==> src/rtl/spi_master_ctrl_if.sv <==
// Command/response bundle between a command source and spi_master_ctrl.
// master drives commands; slave (the controller) returns ready, status and read bytes.
interface spi_master_ctrl_if #(
    parameter int DATA_WIDTH = 8
);
    logic                  cmd_valid;
    logic                  cmd_ready;
    logic [1:0]            cmd_op;
    logic [DATA_WIDTH-1:0] cmd_data;
    logic [DATA_WIDTH-1:0] rd_data;
    logic                  rd_valid;
    logic                  busy;

    modport master (
        output cmd_valid,
        output cmd_op,
        output cmd_data,
        input  cmd_ready,
        input  rd_data,
        input  rd_valid,
        input  busy
    );

    modport slave (
        input  cmd_valid,
        input  cmd_op,
        input  cmd_data,
        output cmd_ready,
        output rd_data,
        output rd_valid,
        output busy
    );
endinterface

==> src/rtl/spi_master_ctrl.sv <==
// Parallel-to-SPI command master: serialises {op, data} frames onto SS_n/MOSI and,
// for read-data commands, deserialises the reply byte from MISO after a turnaround gap.
module spi_master_ctrl #(
    parameter int DATA_WIDTH  = 8,
    parameter int TURN_CYCLES = 2
) (
    input  logic             clk,
    input  logic             rst_n,
    spi_master_ctrl_if.slave bus,
    output logic             SS_n,
    output logic             MOSI,
    input  logic             MISO
);
    localparam int FW = DATA_WIDTH + 2;
    localparam int CW = $clog2(FW + 16);

    typedef enum logic [2:0] {
        S_IDLE,
        S_START,
        S_SHIFT,
        S_TURN,
        S_CAPTURE,
        S_END
    } state_t;

    state_t                state_reg;
    logic [FW-1:0]         frame_reg;
    logic                  is_rd_reg;
    logic [CW-1:0]         cnt_reg;
    logic [DATA_WIDTH-2:0] shift_reg;
    logic [DATA_WIDTH-1:0] rd_data_reg;
    logic                  rd_valid_reg;
    logic                  cmd_ready_reg;
    logic                  busy_reg;
    logic                  ss_n_reg;
    logic                  mosi_reg;

    always_ff @(posedge clk or negedge rst_n) begin
        if (!rst_n) begin
            state_reg     <= S_IDLE;
            frame_reg     <= '0;
            is_rd_reg     <= 1'b0;
            cnt_reg       <= '0;
            shift_reg     <= '0;
            rd_data_reg   <= '0;
            rd_valid_reg  <= 1'b0;
            cmd_ready_reg <= 1'b1;
            busy_reg      <= 1'b0;
            ss_n_reg      <= 1'b1;
            mosi_reg      <= 1'b0;
        end else begin
            rd_valid_reg <= 1'b0;
            case (state_reg)
                S_IDLE: begin
                    if (bus.cmd_valid) begin
                        frame_reg     <= {bus.cmd_op, bus.cmd_data};
                        is_rd_reg     <= &bus.cmd_op;
                        ss_n_reg      <= 1'b0;
                        mosi_reg      <= bus.cmd_op[1];
                        cmd_ready_reg <= 1'b0;
                        busy_reg      <= 1'b1;
                        state_reg     <= S_START;
                    end
                end
                S_START: begin
                    // Frame is shifted left so its MSB is always the next bit on the wire.
                    mosi_reg  <= frame_reg[FW-1];
                    frame_reg <= {frame_reg[FW-2:0], 1'b0};
                    cnt_reg   <= CW'(FW - 1);
                    state_reg <= S_SHIFT;
                end
                S_SHIFT: begin
                    if (cnt_reg != '0) begin
                        cnt_reg   <= cnt_reg - 1'b1;
                        mosi_reg  <= frame_reg[FW-1];
                        frame_reg <= {frame_reg[FW-2:0], 1'b0};
                    end else begin
                        mosi_reg <= 1'b0;
                        if (!is_rd_reg) begin
                            ss_n_reg  <= 1'b1;
                            state_reg <= S_END;
                        end else if (TURN_CYCLES > 0) begin
                            cnt_reg   <= CW'(TURN_CYCLES - 1);
                            state_reg <= S_TURN;
                        end else begin
                            cnt_reg   <= CW'(DATA_WIDTH - 1);
                            state_reg <= S_CAPTURE;
                        end
                    end
                end
                S_TURN: begin
                    if (cnt_reg == '0) begin
                        cnt_reg   <= CW'(DATA_WIDTH - 1);
                        state_reg <= S_CAPTURE;
                    end else begin
                        cnt_reg <= cnt_reg - 1'b1;
                    end
                end
                S_CAPTURE: begin
                    shift_reg <= {shift_reg[DATA_WIDTH-3:0], MISO};
                    if (cnt_reg == '0) begin
                        // Last bit goes straight into rd_data so it is valid in the END cycle.
                        rd_data_reg  <= {shift_reg, MISO};
                        rd_valid_reg <= 1'b1;
                        ss_n_reg     <= 1'b1;
                        state_reg    <= S_END;
                    end else begin
                        cnt_reg <= cnt_reg - 1'b1;
                    end
                end
                S_END: begin
                    cmd_ready_reg <= 1'b1;
                    busy_reg      <= 1'b0;
                    state_reg     <= S_IDLE;
                end
                default: begin
                    ss_n_reg      <= 1'b1;
                    mosi_reg      <= 1'b0;
                    cmd_ready_reg <= 1'b1;
                    busy_reg      <= 1'b0;
                    state_reg     <= S_IDLE;
                end
            endcase
        end
    end

    assign bus.cmd_ready = cmd_ready_reg;
    assign bus.busy      = busy_reg;
    assign bus.rd_data   = rd_data_reg;
    assign bus.rd_valid  = rd_valid_reg;
    assign SS_n          = ss_n_reg;
    assign MOSI          = mosi_reg;
endmodule

==> src/flat_wrapper.sv <==
// flat-port wrapper written by rule: the top's interface ports become plain ports
module spi_master_ctrl_flat 
#(
    parameter int DATA_WIDTH  = 8,
    parameter int TURN_CYCLES = 2
)
  (clk, rst_n, SS_n, MOSI, MISO, bus_cmd_valid, bus_cmd_op, bus_cmd_data, bus_cmd_ready, bus_rd_data, bus_rd_valid, bus_busy);
  spi_master_ctrl_if #(.DATA_WIDTH(DATA_WIDTH)) bus_i ();
  input  logic clk;
  input  logic rst_n;
  output logic SS_n;
  output logic MOSI;
  input  logic MISO;
  input wire logic [$bits(bus_i.cmd_valid)-1:0] bus_cmd_valid;
  input wire logic [$bits(bus_i.cmd_op)-1:0] bus_cmd_op;
  input wire logic [$bits(bus_i.cmd_data)-1:0] bus_cmd_data;
  output wire logic [$bits(bus_i.cmd_ready)-1:0] bus_cmd_ready;
  output wire logic [$bits(bus_i.rd_data)-1:0] bus_rd_data;
  output wire logic [$bits(bus_i.rd_valid)-1:0] bus_rd_valid;
  output wire logic [$bits(bus_i.busy)-1:0] bus_busy;
  assign bus_i.cmd_valid = bus_cmd_valid;
  assign bus_i.cmd_op = bus_cmd_op;
  assign bus_i.cmd_data = bus_cmd_data;
  assign bus_cmd_ready = bus_i.cmd_ready;
  assign bus_rd_data = bus_i.rd_data;
  assign bus_rd_valid = bus_i.rd_valid;
  assign bus_busy = bus_i.busy;
  spi_master_ctrl #(.DATA_WIDTH(DATA_WIDTH), .TURN_CYCLES(TURN_CYCLES)) u_core (.clk(clk), .rst_n(rst_n), .bus(bus_i), .SS_n(SS_n), .MOSI(MOSI), .MISO(MISO));
endmodule
==> config.mk <==
export PLATFORM = sky130hd
export DESIGN_NAME = spi_master_ctrl_flat
export DESIGN_NICKNAME = d
export VERILOG_FILES = /design/src/rtl/spi_master_ctrl_if.sv /design/src/rtl/spi_master_ctrl.sv /design/src/flat_wrapper.sv
export SDC_FILE = /design/constraint.sdc
export NUM_CORES = 1
export LEC_CHECK = 0
export CAP_MARGIN = 20
export CORE_MARGIN = 3
export CORE_UTILIZATION = 36
export DETAILED_ROUTE_END_ITERATION = 7
export GPL_TIMING_DRIVEN = 0
export PLACE_DENSITY_LB_ADDON = 0.08
export SYNTH_ARGS = -nofsm -noshare
export SYNTH_HDL_FRONTEND = slang
export SYNTH_SLANG_ARGS = --single-unit
==> constraint.sdc <==
create_clock -name clk -period 4.15 [get_ports clk]
set_input_delay 0.83 -clock clk [delete_from_list [all_inputs] [get_ports clk]]
set_output_delay 0.83 -clock clk [all_outputs]
set_load 0.02 [all_outputs]
==> metrics.cfg <==
[cts]
path_clk_slew_ns=0.08
clockRootBuffer=clkbuf_8
cts_resized=0
cts_tree=built
ctsLongestPathBuffers=2
cts_num_sinks=39
h-tree-depth=2
postCtsHoldBufs=0
numCtsBuffers=5
worstSkewPairLatency_ns=0.29
post_cts_buffers=0

[worst_setup_path]
critPathCaptureType=output pin
cp.buffers_inverters=1
worstPathArrival_ns=1.43
cp_top_family=buffers and inverters
crit_path_max_fanout=3
max_stage_delay_ns=0.60
path_class=reg2out
crit_chain=clkdlybuf4s50_1
crit_required_ns=3.32
critPathSlowestCell=clkdlybuf4s50_1
worst_setup_path_start_kind=flip-flop

[sta]
setup_tns_ns=0
fin_crit_ns=2.26
drv_slew=0
period_share=0.546
timing_hold_violations_final=0
max_freq_mhz=442
fin_skew_ns=0.00587
tightest_slew_ns=0.858
setup_violations=0
relSlewSlack=0.428
rsz0062_at_grt=no
finalWorstSetupSlack_ns=1.89

[synth]
postSynth.asyncResetShare=1.00
ys.warnings.count=0
syn_nets=207
syn_area_per_cell_um2=9.95
yosysTopAreaCellShare=0.485
synth-seq-cells=39
synth_area_mm2=0.00191
synth_edf_count=0
ys.flop_type=dfrtp_1
synth-seq-area-share=0.512
synth_area_leaders=dfrtp_1 (48%), nand2_1 (8.4%), mux2i_1 (5.2%)
netlist_instances=192
synth_top_area_cell=dfrtp_1
synth_cell_types=40

[final_layout]
final_common_cell=nand2_1
final_nets=240
fin_util=0.485
ff_latch_area_um2=978
largest_reg_flops=10
multi_input_area_um2=853
layout_common_cells=nand2_1 (43), dfrtp_1 (37), clkdlybuf4s50_1 (25)
fill_cells=483
diodes=0
drive_above_1_share=0.164
area_growth_pct=24.7

[route]
drc=0
wl_per_cell_um=13.9
wl_um=4080
drtIter0Drc=78
ant_nets=0
first_pass_iters=4
via_per_inst=5.04
vias=1476

[global_routing]
grt_pass1_vias=1427
grt_pass1_wl_um=7090
grt_use_total=0.144
grt_max_degree=40
grt_antenna_before_repair=0
grt-ovfl-total=0

[placed_design]
port_buffers=26
hpwl_um=2860
pre_cts_slack_ns=1.83
routabilityCongestion=0.843

[worst_hold_path]
hold_path.class=reg2reg

[outcome]
outcome=finished clean

[flow_run]
drv_cap=0

[die]
die_h_um=78.9
start_util=0.389
io_pins=27
rows=25
die_width_um=78.9
die_area_mm2=0.00622
coreArea_mm2=0.00491

[power_and_ir_drop]
power_density_mw_per_mm2=715
leakagePower_nw=1.09
irDropWorstVdd_uv=337

-- power breakdown --
group | total, mW | switching (mW) | leakage (nW) | internal, mW
combinational | 0.741 | 0.403 | 0.530 | 0.338
clock | 0.371 | 0.131 | 0.0654 | 0.240
sequential | 0.591 | 0.0861 | 0.494 | 0.505
-- area by class of cell --
class,count,area share
buffer,11,0.0284
clock buffer,6,0.0305
clock inverter,2,0.0252
inverter,3,0.00473
multi-input combinational,139,0.358
sequential,39,0.411
tap,67,0.0352
timing repair buffer,26,0.107
-- kinds of logic (layout without fill, tap and decap cells) --
family / Yosys count / count (layout) / synth area share
buffers and inverters: 14 / 48 / 0.0413
adders and majority gates: 1 / 1 / 0.00655
xor gates and xnor gates: 2 / 2 / 0.00917
and+or+nand+nor: 78 / 78 / 0.200
AOI/OAI and AO/OA: 40 / 40 / 0.131
muxes: 18 / 18 / 0.0995
DFF: 39 / 39 / 0.512
-- Yosys cell counts (all sizes together), types with 2 or more instances --
library cell	instances
nand3	5
o211a	2
nor3	5
buf	8
mux2	8
dfstp	2
mux2i	10
nand2	43
and3	2
o21ai	21
a21oi	6
inv	3
clkbuf	3
nand2b	3
nor2b	4
a31oi	3
o221a	2
or2	2
nor2	9
xnor2	2
dfrtp	37
-- final timing paths --
path                                                       start                               to  cells after the start  slack, ns
worst max-delay path            u_core.bus.cmd_ready$_DFFE_PN1P_                    bus_cmd_ready                      1       1.89
max in group asynchronous                                  rst_n      u_core.bus.busy$_DFFE_PN0P_                      1       2.96
worst max register to register     u_core.cnt_reg[0]$_DFFE_PN0P_    u_core.cnt_reg[0]$_DFFE_PN0P_                      7       2.05
worst min-delay path             u_core.shift_reg[6]$_DFFE_PN0P_  u_core.shift_reg[6]$_DFFE_PN0P_                      2       0.48
worst min register to register   u_core.shift_reg[6]$_DFFE_PN0P_  u_core.shift_reg[6]$_DFFE_PN0P_                      2       0.48
min in group asynchronous                                  rst_n  u_core.shift_reg[2]$_DFFE_PN0P_                      1       0.65
-- per-stage QoR --
stage / total power, mW / hold slack [ns] / area, um2 / std cells
floorplan: 1.15 / 0.442 / 1910 / 192
global placement: 1.32 / 0.462 / 2250 / 285
detailed placement: 1.34 / 0.470 / 2250 / 285
CTS: 1.72 / 0.489 / 2380 / 293
global route: 1.84 / 0.513 / 2380 / 293
finish: 1.70 / 0.482 / 2380 / 293
-- per-layer routing --
layer / share of wire / GRT usage
met5: 0 / 0
met4: 0.013 / 0.0464
met3: 0.033 / 0.0420
met2: 0.44 / 0.210
met1: 0.51 / 0.207
Note: power is estimated with default switching activity, not from simulation.
==> RTL change: new RTL, same flow settings <==
Re-encode `state_t` (6 states) as Gray code, 3 bits wide.
--- a/src/rtl/spi_master_ctrl.sv
+++ b/src/rtl/spi_master_ctrl.sv
@@ -15,12 +15,12 @@
     localparam int CW = $clog2(FW + 16);
 
     typedef enum logic [2:0] {
-        S_IDLE,
-        S_START,
-        S_SHIFT,
-        S_TURN,
-        S_CAPTURE,
-        S_END
+        S_IDLE    = 3'b000,
+        S_START   = 3'b001,
+        S_SHIFT   = 3'b011,
+        S_TURN    = 3'b010,
+        S_CAPTURE = 3'b110,
+        S_END     = 3'b111
     } state_t;
 
     state_t                state_reg;
Behaviour: same outputs for any inputs over 10 cycles, from zero or initial values and one cycle with rst_n low; not proved beyond that.
==> RTL change against the unedited design <==
  * Non-clock buffer count fell by 4
  * Total power fell by 9.0%
  * Worst setup slack improved by 0.0086 ns
  * Global-route usage fell by 1.6 points
  * Synthesized area fell by 4.0%
  * Wire length fell by 13%
  * Clock skew rose by 0.00094 ns
  * Register-to-register slack got worse by 0.04 ns
  * Design area fell by 5.2%
  * Sequential cell count did not move
  * Critical endpoint unchanged
  * Highest routed layer unchanged
==> RTL change: results (changes against the unedited design) <==
- Hold Crit Class: reg -> reg (unchanged)
- First-pass DRT Iterations: 4 (unchanged)
- Initial drt markers: 31 (was 78)
- Reg2Reg Depth: 6 (was 7)
- Clock-pin slew on the worst setup and hold paths: 0.08 ns (about the same)
- Share of layout cells above drive strength 1: 26.1% (was 16.4%)
- Most common flop cell mapped by yosys: dfrtp_1 (unchanged)
- Post-synthesis sequential area ratio: 53.3% (was 51.2%)
- Max Slew Vio Count: 0 (unchanged)
- RD Place Congestion: 0.809 (was 0.843)
- Vias in the first global route: 1,307 (was 1,427)
- Post-CTS Setup Inserts: 0 (unchanged)
- Largest net degree at the start of global routing: 40 (unchanged)
- Worst Path Max Fanout: 3 (unchanged)
- CP peak stage delay: 0.59 ns
- Number of nets with antenna violations after routing: 0 (unchanged)
- Top cells by area, synth: dfrtp_1 (50%), mux2_2 (18%), dfstp_2 (2.9%) (was dfrtp_1 (48%), nand2_1 (8.4%), mux2i_1 (5.2%))
- GRT Overall Usage: 12.8% (was 14.4%)
- Reg2Reg Setup Slack: 2.01 ns (was 2.05 ns)
- Hold Path Stages: 1 (was 2)
- Drt wl/cell: 14.3 microns (was 13.9 microns)
- P_leak: 0.000980 uW (was 0.00109 uW)
- Fill cells: 479 (was 483)
- Sw Ratio: 35.0% (was 36.4%)
- Max H-tree Level: 2 (unchanged)
- Nets: 194 (was 240)
- Setup Skew: 0.00680 ns (was 0.00587 ns)
- Root Driver: clkbuf_8 (unchanged)
- First-pass GRT wire length: 6160 microns (was 7090 microns)
- Vias post-DR: 1,207 (was 1,476)
- Num CTS Buffers: 5 (unchanged)
- Synth top cells by count: dfrtp_1 (37), mux2_2 (30), inv_1 (7), nand2_1 (7), nor2_1 (6) (was nand2_1 (43), dfrtp_1 (37), o21ai_0 (19))
- Top delay family on crit path: buffers and inverters (unchanged)
- Worst slew pin tran: 0.862 ns (was 0.858 ns)
- Port Buffers: 26 (unchanged)
- Status: complete, no violations (unchanged)
- Synth Net Count: 161 (was 207)
- Peak supply drop: 0.000237 V (was 0.000337 V)
- DP HPWL: 2490 microns (was 2860 microns)
-- RTL change: changes by cell type in the layout (fill, tap and decap cells not counted), moves of 4 or more --
cell     change
mux2i_1     -10
nand2_1     -36
buf_2        -5
inv_1        +4
o21ai_0     -14
mux2_2      +22
-- RTL change: worst paths after layout --
check,endpoint,startpoint
worst max-delay path,bus_cmd_ready,u_core.bus.cmd_ready$_DFFE_PN1P_
worst min-delay path,u_core.frame_reg[0]$_DFFE_PN0P_,u_core.frame_reg[0]$_DFFE_PN0P_
worst max register to register,u_core.frame_reg[2]$_DFFE_PN0P_,u_core.cnt_reg[0]$_DFFE_PN0P_
worst min register to register,u_core.frame_reg[0]$_DFFE_PN0P_,u_core.frame_reg[0]$_DFFE_PN0P_
max in group asynchronous,u_core.frame_reg[1]$_DFFE_PN0P_,rst_n
min in group asynchronous,u_core.bus.busy$_DFFE_PN0P_,rst_n
-- RTL change: layout make-up --
type	instances	area, sq um	area share [%]
clock buffers	6	72.6	3.21
repair buffers	26	255	11.3
plain buffers	7	33.8	1.50
clock inverters	2	12.5	0.554
flip-flops and latches	39	978	43.3
multi-input cells	93	796	35.2
inverters	7	26.3	1.16
well taps	67	83.8	3.71
-- RTL change: power groups by stage --
| stage | sequential [uW] | clock (uW) | combinational (uW) |
|---|---|---|---|
| finish | 632 | 250 | 669 |
| floorplan | 656 | 0 | 461 |
| detailed placement | 640 | 0 | 673 |
| CTS | 632 | 262 | 678 |
| global placement | 631 | 0 | 655 |
| global route | 654 | 279 | 736 |
-- RTL change: cells by family after synthesis --
kind of cell,Yosys count,synth area share [%]
multiplexers,33,20.3
AO/OA/AOI/OAI,27,10.8
buffers and inverters,14,3.27
adder cells (fa/ha/maj),1,0.682
flip-flops,39,53.3
XOR/XNOR,1,0.478
AND/OR/NAND/NOR,31,11.1
-- RTL change: metal layers --
metal	GRT usage, %	routed length [microns]
met1	15.5	1590
met2	21.8	1800
met3	3.36	106
met4	4.80	48
met5	0	0
-- RTL change: metrics by stage --
stage               hold slack [ns]  util (%)  cell area [sq um]  cells  setup slack (ns)
finish                        0.487      46.9               2260    247              1.89
CTS                           0.490      46.9               2260    247              1.88
global placement              0.461      45.2               2180    239              1.31
global route                  0.513      46.9               2260    247              1.86
detailed placement            0.472      45.1               2170    239              1.76
floorplan                     0.444         -               1830    146              2.29
